[config.mk]
export PLATFORM = sky130hd
export DESIGN_NAME = instr_mem_loader
export DESIGN_NICKNAME = d
export VERILOG_FILES = /design/src/rtl/instr_loader_pkg.sv /design/src/rtl/instr_mem_loader_byte_packer.sv /design/src/rtl/instr_mem_loader.sv
export SDC_FILE = /design/constraint.sdc
export NUM_CORES = 1
export LEC_CHECK = 0
export BUFFER_PORTS_ARGS = -buffer_cell sky130_fd_sc_hd__buf_2
export CAP_MARGIN = 30
export CORE_MARGIN = 3
export CORE_UTILIZATION = 60
export CTS_BUF_LIST = sky130_fd_sc_hd__clkbuf_16
export DETAILED_ROUTE_END_ITERATION = 16
export GPL_TIMING_DRIVEN = 0
export HOLD_SLACK_MARGIN = 0.03
export MAX_ROUTING_LAYER = met4
export PLACE_DENSITY = 0.85
export SKIP_LAST_GASP = 1
export SYNTH_ARGS = -nofsm -noshare
export SYNTH_HDL_FRONTEND = slang
export SYNTH_HIERARCHICAL = 1
export SYNTH_SLANG_ARGS = --single-unit
[constraint.sdc]
create_clock -name clk -period 7.5 [get_ports clk]
set_input_delay 0 -clock clk [delete_from_list [all_inputs] [get_ports clk]]
set_output_delay 0 -clock clk [all_outputs]
set_load 0.005 [all_outputs]
[src/rtl/instr_loader_pkg.sv]
// Shared types and constants for the instruction-memory boot loader.
package instr_loader_pkg;

  typedef enum logic [1:0] {
    IDLE  = 2'd0,
    RECV  = 2'd1,
    WRITE = 2'd2,
    DONE  = 2'd3
  } loader_state_t;

  localparam int unsigned DEPTH_DEFAULT  = 128;
  localparam int unsigned BYTES_PER_WORD = 4;

endpackage

[src/rtl/instr_mem_loader_byte_packer.sv]
// Little-endian byte-to-word packer: byte k of a word lands in bits [8k+7:8k].
// word_o is the word as it will look once the current byte is taken, so the
// caller can register a complete word on the same edge as the last byte.
module byte_packer
  import instr_loader_pkg::*;
(
  input  logic        clk,
  input  logic        reset,
  input  logic        accept_i,
  input  logic        clear_i,
  input  logic [7:0]  data_i,
  output logic [31:0] word_o,
  output logic        full_o
);

  logic [1:0]  cnt_q;
  logic [1:0]  cnt_d;
  logic [31:0] word_q;

  // Insert the incoming byte into the lane selected by the byte counter.
  always_comb begin
    word_o = word_q;
    unique case (cnt_q)
      2'd0:    word_o[7:0]   = data_i;
      2'd1:    word_o[15:8]  = data_i;
      2'd2:    word_o[23:16] = data_i;
      default: word_o[31:24] = data_i;
    endcase
    full_o = accept_i && (cnt_q == 2'(BYTES_PER_WORD - 1));
    cnt_d  = cnt_q + 2'd1;
  end

  // Byte counter and partial word; clear discards any partial word.
  always_ff @(posedge clk or posedge reset) begin
    if (reset) begin
      cnt_q  <= '0;
      word_q <= '0;
    end else if (clear_i) begin
      cnt_q  <= '0;
      word_q <= '0;
    end else if (accept_i) begin
      cnt_q  <= cnt_d;
      word_q <= word_o;
    end
  end

endmodule

[src/rtl/instr_mem_loader.sv]
// Boot loader: streams bytes into 32-bit words and writes them to the
// instruction RAM, holding the core in reset until the load completes.
module instr_mem_loader
  import instr_loader_pkg::*;
#(
  parameter int unsigned DEPTH  = DEPTH_DEFAULT,
  parameter int unsigned ADDR_W = 7
) (
  input  logic            clk,
  input  logic            reset,
  input  logic            start,
  input  logic [ADDR_W:0] len,
  input  logic            byte_valid,
  input  logic [7:0]      byte_data,
  output logic            byte_ready,
  output logic            we,
  output logic [31:0]     wa,
  output logic [31:0]     wd,
  output logic            busy,
  output logic            done,
  output logic            cores_hold
);

  localparam logic [ADDR_W:0] DEPTH_W = (ADDR_W + 1)'(DEPTH);

  loader_state_t     state_q, state_d;
  logic [ADDR_W-1:0] word_idx_q;
  logic [ADDR_W:0]   count_q;
  logic [ADDR_W:0]   count_d;
  logic              we_q;
  logic [31:0]       wa_q;
  logic [31:0]       wd_q;

  logic              accept;
  logic              start_ok;
  logic              start_empty;
  logic              last_word;
  logic              pk_clear;
  logic [31:0]       pk_word;
  logic              pk_full;

  // Handshake, start qualification and end-of-load detection.
  always_comb begin
    accept      = byte_valid && byte_ready;
    start_empty = start && (len == '0) && ((state_q == IDLE) || (state_q == DONE));
    start_ok    = start && (len != '0) && ((state_q == IDLE) || (state_q == DONE));
    last_word   = ({1'b0, word_idx_q} == (count_q - 1'b1));
    pk_clear    = start_ok || (state_q == WRITE);
    count_d     = (len > DEPTH_W) ? DEPTH_W : len;
  end

  byte_packer u_packer (
    .clk      (clk),
    .reset    (reset),
    .accept_i (accept),
    .clear_i  (pk_clear),
    .data_i   (byte_data),
    .word_o   (pk_word),
    .full_o   (pk_full)
  );

  // State register.
  always_ff @(posedge clk or posedge reset) begin
    if (reset) state_q <= IDLE;
    else       state_q <= state_d;
  end

  // Next-state logic.
  always_comb begin
    state_d = state_q;
    unique case (state_q)
      IDLE, DONE: begin
        if (start_ok)         state_d = RECV;
        else if (start_empty) state_d = DONE;
      end
      RECV:  if (pk_full) state_d = WRITE;
      WRITE: state_d = last_word ? DONE : RECV;
      default: state_d = IDLE;
    endcase
  end

  // State-decoded outputs.
  always_comb begin
    byte_ready = (state_q == RECV);
    busy       = (state_q == RECV) || (state_q == WRITE);
    done       = (state_q == DONE);
    cores_hold = (state_q != DONE);
  end

  // Word index, latched length and registered write port.
  always_ff @(posedge clk or posedge reset) begin
    if (reset) begin
      word_idx_q <= '0;
      count_q    <= '0;
      we_q       <= 1'b0;
      wa_q       <= '0;
      wd_q       <= '0;
    end else begin
      we_q <= (state_q == RECV) && pk_full;
      if ((state_q == RECV) && pk_full) begin
        wa_q <= {{(32 - ADDR_W - 2){1'b0}}, word_idx_q, 2'b00};
        wd_q <= pk_word;
      end
      if (start_ok) begin
        word_idx_q <= '0;
        count_q    <= count_d;
      end else if ((state_q == WRITE) && !last_word) begin
        word_idx_q <= word_idx_q + 1'b1;
      end
    end
  end

  assign we = we_q;
  assign wa = wa_q;
  assign wd = wd_q;

endmodule
==> results.tsv, run 1 <==
metric	value	unit
status	finished, final reports clean	
actual slew at the worst max-slew pin	0.884	ns
CTS tree	done	
Seq/Total Area, Yosys	47.1	%
CP bufs+invs	3	
Worst Setup Start Kind	flip-flop	
Slew HR	41.0	%
clock buffer depth	2	
crit path max-delay cell type	o41ai_2	
multi-input logic area	2270	um2
Starting DRT DRC Count	95	
# H-tree levels	3	
average size of a mapped cell	11.8	um2
CP Class	reg -> reg	
Static Leak	3.13	nW
Via density	5.32	
vias in the first global route	3466	
Crit path depth	10	
grt ovf	0	
Crit. End Element	flip-flop	
fmax	371	MHz
Sink Count	91	
internal reg-to-reg setup slack	4.80	ns
P&R area growth vs syn	21.3	%
Rows	32	
Tot GR Track Use	25.6	%
die area	9160	um2
Fillers	544	
number of port buffers	63	
hold depth	3	
post-synthesis cell area	4830	um2
DR WL/cell	17.1	um
crit path cell chain	inv_1, ha_1, buf_6, nor2b_1, or3_1, a31o_1, o41ai_2, buf_6, xor2_1, nor2_1	
cts bufs inserted	9	
unrepaired setup endpoints after global routing	false	
worst skew pair latency	0.34	ns
final WL	10.7	mm
initial antenna violation count	0	
reg2reg path depth	10	
post-route cell area	5860	um2
CTS root buffer	clkbuf_16	
Fin Clk Skew	0.00941	ns
Netlist cell types	42	
power per cell area	317	nW/um2
global-route wire length before repair	17.2	mm
Die W	95.7	um
Starting Density	62.2	%
Worst Path Required	7.71	ns
Slew Limit Fails	0	
Yosys Warn Count	6	
largest net degree at the start of global routing	31	
Reg area	2280	um2
Post-DP Area	5410	um2
CP max FO	10	
Pre-Repair DR Iteration Count	4	
Worst-path clk slew	0.07	ns
Die Y	95.7	um
Tcrit/Tclk final	36.0	%
fin nets	552	
post-DP HPWL	7.37	mm
# diodes	0	
share of cells above drive strength 1	38.6	%
Final Hold Viols	0	
CP Data Arrival Time	2.90	ns
post-synthesis cell count	409	
min Tclk post-route	2.70	ns
GP Congestion	0.848	
post-route antenna net violation count	0	
post-CTS setup buffer count	0	
endpoints failing setup	0	
core box area	7770	um2
Yosys reg bits	91	
Largest stage delay, worst path	0.58	ns
Setup TNS Final	0	ns
drt drc	0	
Hold Crit Class	in -> reg	
critical path's top delay family	compound AO/OA/AOI/OAI gates	
maximum vdd drop	0.230	mV
Ports	89	
Vias	3338	
Max-Cap Viols	0	
most used cell, CP	buf_6	
-- layout by cell type (no fill, tap or decap), types with 3 or more instances in the layout --
master	count
dfrtp_1	91
mux2_2	72
buf_2	64
nand2b_1	46
mux2i_1	33
buf_4	28
conb_1	25
inv_1	15
o21ai_0	14
dlygate4sd3_1	12
ha_1	11
a21oi_1	10
nor2_1	9
clkbuf_1	9
nand2_1	9
clkbuf_16	9
buf_6	6
xnor2_1	6
nand3_1	6
nor2b_1	3
or3_1	3
xor2_1	3
nor4_1	3
or3_2	3
nand3b_1	3
-- sequential cells by signal, summed over array words and instances, names as in the netlist --
register / cells
we: 1
wd: 32
u_packer/cnt_q: 2
wa: 7
count_q: 8
word_idx_q: 7
u_packer/word_q: 32
state_q: 2
-- area by class of cell --
| cell class | count | share of cell area [%] |
|---|---|---|
| multi-input cells | 282 | 38.7 |
| clock buffers | 9 | 3.84 |
| plain buffers | 44 | 5.40 |
| flip-flops and latches | 91 | 38.9 |
| well taps | 102 | 2.18 |
| clock inverters | 7 | 1.73 |
| inverters | 16 | 1.03 |
| repair buffers | 77 | 8.24 |
-- tightest hold or removal path: cells and delay by family --
kind | cells | cell delay, ns
buffers and inverters | 1 | 0.13
multiplexers | 1 | 0.09
AND/OR/NAND/NOR | 1 | 0.14
-- routing by layer --
layer  vias up  track usage [%]  routed length (um)
li1       1584                -                   -
met1      1663             29.5                4400
met2        77             44.8                5690
met3        14             4.30                 475
met4         0             9.48                 150
met5         -                -                   0
-- kinds of logic after synthesis --
group / synth area share (%)
other: 0.0776
AND/OR/NAND/NOR: 12.3
XOR/XNOR: 1.63
flip-flops: 47.1
buffers and inverters: 7.80
adder cells (fa/ha/maj): 2.85
multiplexers: 23.6
AO/OA/AOI/OAI: 4.58
-- through the flow --
step	hold WS [ns]	util [%]	instances	setup WS, ns	power [W]
floorplan	0.142	-	433	5.14	0.00117
global placement	0.269	69.1	598	4.95	0.00132
detailed placement	0.136	69.7	600	4.84	0.00136
CTS	0.0518	75.4	628	4.81	0.00186
global route	0.0811	75.4	628	4.61	0.00196
finish	0.0512	75.4	628	4.80	0.00186
-- repair_timing --
action | 4_1_cts | 5_1_grt
gates resized for setup | 0 | 0
hold endpoints to repair | 56 | 0
hold buffers | 12 | 0
-- synth_stat cells (all sizes together) --
cell | number | share of area, %
and2 | 4 | 0.62
buf | 35 | 5.9
a311oi | 1 | 0.31
dfrtp | 91 | 47
nand3 | 6 | 0.62
and3b | 1 | 0.21
or3 | 6 | 0.85
o41ai | 1 | 0.34
nor2 | 9 | 0.70
o21ai | 15 | 1.6
clkbuf | 9 | 0.70
a31o | 1 | 0.18
nand2b | 46 | 6.0
mux2i | 33 | 6.8
a21oi | 10 | 1.0
inv | 16 | 1.2
or3b | 1 | 0.18
nand2 | 11 | 0.96
ha | 11 | 2.8
xor2 | 3 | 0.54
nand4b | 1 | 0.18
conb | 1 | 0.078
a211oi | 1 | 0.16
nand3b | 3 | 0.47
xnor2 | 6 | 1.1
o22ai | 1 | 0.13
mux2 | 72 | 17
nor3 | 2 | 0.21
o32ai | 1 | 0.18
a221oi | 2 | 0.49
and3 | 1 | 0.13
nor4 | 4 | 0.83
a31oi | 1 | 0.13
nor2b | 3 | 0.39
-- path summary, 6_finish.rpt --
| path | start | endpoint |
|---|---|---|
| min in group asynchronous | reset | wd[1] |
| min | byte_data[7] | u_packer/word_q[31] |
| max | count_q[0] | word_idx_q[0] |
| max reg2reg | count_q[0] | word_idx_q[0] |
| min reg2reg | wa[4] | wa[4] |
| max in group asynchronous | reset | u_packer/word_q[21] |
-- power by group --
group | switching, W | internal [W]
Combinational | 0.000365 | 0.000349
Sequential | 0.0000778 | 0.000573
Clock | 0.000199 | 0.000295
Note: power is estimated with default switching activity, not from simulation.
==> inputs of run 2 (changes only) <==
CORE_UTILIZATION = 51   (was 60)
PLACE_DENSITY = 0.77   (was 0.85)
clock period = 2.4 ns   (was 7.5 ns; I/O delays follow)
==> run 2 against run 1 <==
Compared with the run above: the run now ends with setup timing left; fmax is 11% higher; cell count is 5.9% higher; combinational power grew to 3.5 times the previous value; non-clock buffer count up 13; sequential cell count unchanged; critical path type unchanged; register-to-register slack worse by 4.8 ns; global-route usage fell by 4.0 points; routed wire length fell by 0.97%; final area is 2.6% higher; setup slack worse by 4.8 ns; hold slack better by 0.0062 ns.
==> results.tsv, run 2 (same netlist as run 1, synthesis figures left out) <==
metric	value	unit	change
status	finished with violations		
failing checks	setup timing		
Slew HR	62.7	%	+22 points
clock buffer depth	2		unchanged
Ports	89		unchanged
Max-Cap Viols	0		unchanged
endpoints failing setup	2		+2
Tot GR Track Use	21.6	%	-4.0 points
Non-Filler Instances	665		+5.9%
drt drc	0		unchanged
sw power	0.00208	W	+220%
actual slew at the worst max-slew pin	0.559	ns	-0.325 ns
Clock Power Share	24.5	%	-2.1 points
Slew Limit Fails	0		unchanged
min Tclk post-route	2.42	ns	-0.274 ns
Final Hold Viols	0		unchanged
Pre-Repair DR Iteration Count	4		unchanged
multi-input logic area	2310	um2	+2.0%
Die Y	103	um	+7.9%
post-DP HPWL	7.39	mm	+0.29%
die area	10700	um2	+16%
grt ovf	0		unchanged
CP Class	reg -> reg		
WL met3	357	um	-25%
worst skew pair latency	0.34	ns	about the same
Hold Crit Class	in -> reg		
cell-internal power	0.00389	W	+220%
global-route wire length before repair	17.3	mm	+0.65%
Die W	103	um	+7.9%
CTS root buffer	clkbuf_16		
Placed Cells incl. Taps	624		+4.0%
cts bufs inserted	9		unchanged
P&R area growth vs syn	24.5	%	
Static Leak	3.20	nW	+2.2%
Fillers	665		+22%
Fin Clk Skew	0.00585	ns	-0.00356 ns
sw frac	34.8	%	+0.34 points
Starting DRT DRC Count	87		-8.4%
DR WL/cell	16.0	um	-6.5%
Via density	5.10		-4.0%
worst setup margin	-0.0241	ns	-4.83 ns
Tcrit/Tclk final	101	%	+65 points
power per cell area	992	nW/um2	+210%
# H-tree levels	3		unchanged
Rows	34		+6.3%
Worst Setup Start Kind	flip-flop		
Metal-1 WL	4.44	mm	+0.93%
most frequent cells in the layout	dfrtp_1 (90), mux2_2 (72), buf_2 (66)		
post-route antenna net violation count	0		unchanged
Worst-path clk slew	0.07	ns	about the same
met2 wire length	5.59	mm	-1.8%
Starting Density	53.8	%	-8.4 points
crit path max-delay cell type	or3_2		
most common cell after layout, fill and taps aside	dfrtp_1		
GP Congestion	0.769		-9.4%
fin util	67.0	%	-8.4 points
share of cells above drive strength 1	42.5	%	+3.9 points
initial antenna violation count	0		unchanged
# diodes	0		unchanged
final WL	10.6	mm	-0.97%
worst hold margin	0.0575	ns	+0.00623 ns
CTS tree	done		
vias in the first global route	3572		+3.1%
maximum vdd drop	0.652	mV	+180%
core box area	8980	um2	+16%
Worst Path Required	2.66	ns	-5.05 ns
crit path cell chain	inv_2, ha_4, buf_6, xor2_2, o32ai_2, a221oi_2, o41ai_4, buf_4, or3_2, a21oi_1		
Sink Count	91		unchanged
unrepaired setup endpoints after global routing	true		
Crit. End Element	flip-flop		
Top Metal Used	met4		
CP max FO	5		-5
number of port buffers	63		unchanged
fin nets	565		+2.4%
Seq pwr share	34.0	%	-1.0 points
Reg area	2280	um2	about the same
critical path's top delay family	compound AO/OA/AOI/OAI gates		
Gate power share	41.5	%	+3.1 points
CP bufs+invs	3		unchanged
CP Data Arrival Time	2.68	ns	-0.22 ns
Vias	3393		+1.6%
largest net degree at the start of global routing	41		+32%
Largest stage delay, worst path	0.44	ns	-0.14 ns
fmax	413	MHz	+11%
## run 2: cell count changes in the layout (fill, tap and decap cells not counted), sizes merged
cell / previous run / this run
inv: 17 / 19
bufinv: 2 / 1
dlygate4sd3: 12 / 11
clkinv: 3 / 2
buf: 100 / 114
## run 2: area by class of cell
| cell class | count | area share, % |
|---|---|---|
| multi-input cells | 282 | 38.5 |
| flip-flops and latches | 91 | 37.9 |
| inverters | 16 | 0.999 |
| well taps | 126 | 2.62 |
| repair buffers | 90 | 9.53 |
| plain buffers | 44 | 5.35 |
| clock buffers | 9 | 3.75 |
| clock inverters | 7 | 1.39 |
## run 2: power groups by stage
stage / clock (W) / sequential [W] / combinational [W]
floorplan: 0 / 0.00200 / 0.00165
global placement: 0 / 0.00204 / 0.00207
detailed placement: 0 / 0.00205 / 0.00215
CTS: 0.00148 / 0.00202 / 0.00229
global route: 0.00155 / 0.00207 / 0.00271
finish: 0.00146 / 0.00203 / 0.00248
## run 2: layer usage
metal | vias up | GRT usage, %
met5 | - | -
met4 | 0 | 7.57
met3 | 22 | 3.22
met2 | 95 | 37.9
met1 | 1667 | 25.2
li1 | 1609 | -
## run 2: worst reg2reg max path: stages, from the launching register on
cell and delay (ns):
dfrtp_1 0.38, inv_2 0.06, ha_4 0.16, buf_6 0.12, xor2_2 0.19, o32ai_2 0.12, a221oi_2 0.39, o41ai_4 0.17
buf_4 0.16, or3_2 0.44, a21oi_1 0.16
## run 2: path summary, 6_finish.rpt
| path | slack [ns] | depth (start not counted) | start | endpoint |
|---|---|---|---|---|
| max | -0.02 | 10 | count_q[1] | word_idx_q[4] |
| min | 0.06 | 3 | byte_data[2] | u_packer/word_q[10] |
| max reg2reg | -0.02 | 10 | count_q[1] | word_idx_q[4] |
| min reg2reg | 0.50 | 1 | wd[16] | wd[16] |
| max in group asynchronous | 1.62 | 4 | reset | u_packer/word_q[3] |
| min in group asynchronous | 0.19 | 3 | reset | wd[7] |
## run 2: timing repair
item,CTS,global route
gates cloned,1,1
pin swaps,3,6
hold buffers,11,0
endpoints found under the setup margin,9,37
hold endpoints to repair,50,0
setup buffers,5,7
resized for setup,2,16
## run 2: per-stage QoR
| stage | cell area (um2) | total power, W | TNS, ns | worst slack, ns |
|---|---|---|---|---|
| floorplan | 4920 | 0.00365 | 0 | 0.0388 |
| global route | 6010 | 0.00633 | -0.163 | -0.0852 |
| finish | 6010 | 0.00596 | -0.0328 | -0.0241 |
| CTS | 5920 | 0.00579 | -0.00167 | -0.00167 |
| detailed placement | 5440 | 0.00421 | -1.83 | -0.301 |
| global placement | 5390 | 0.00411 | -0.941 | -0.172 |
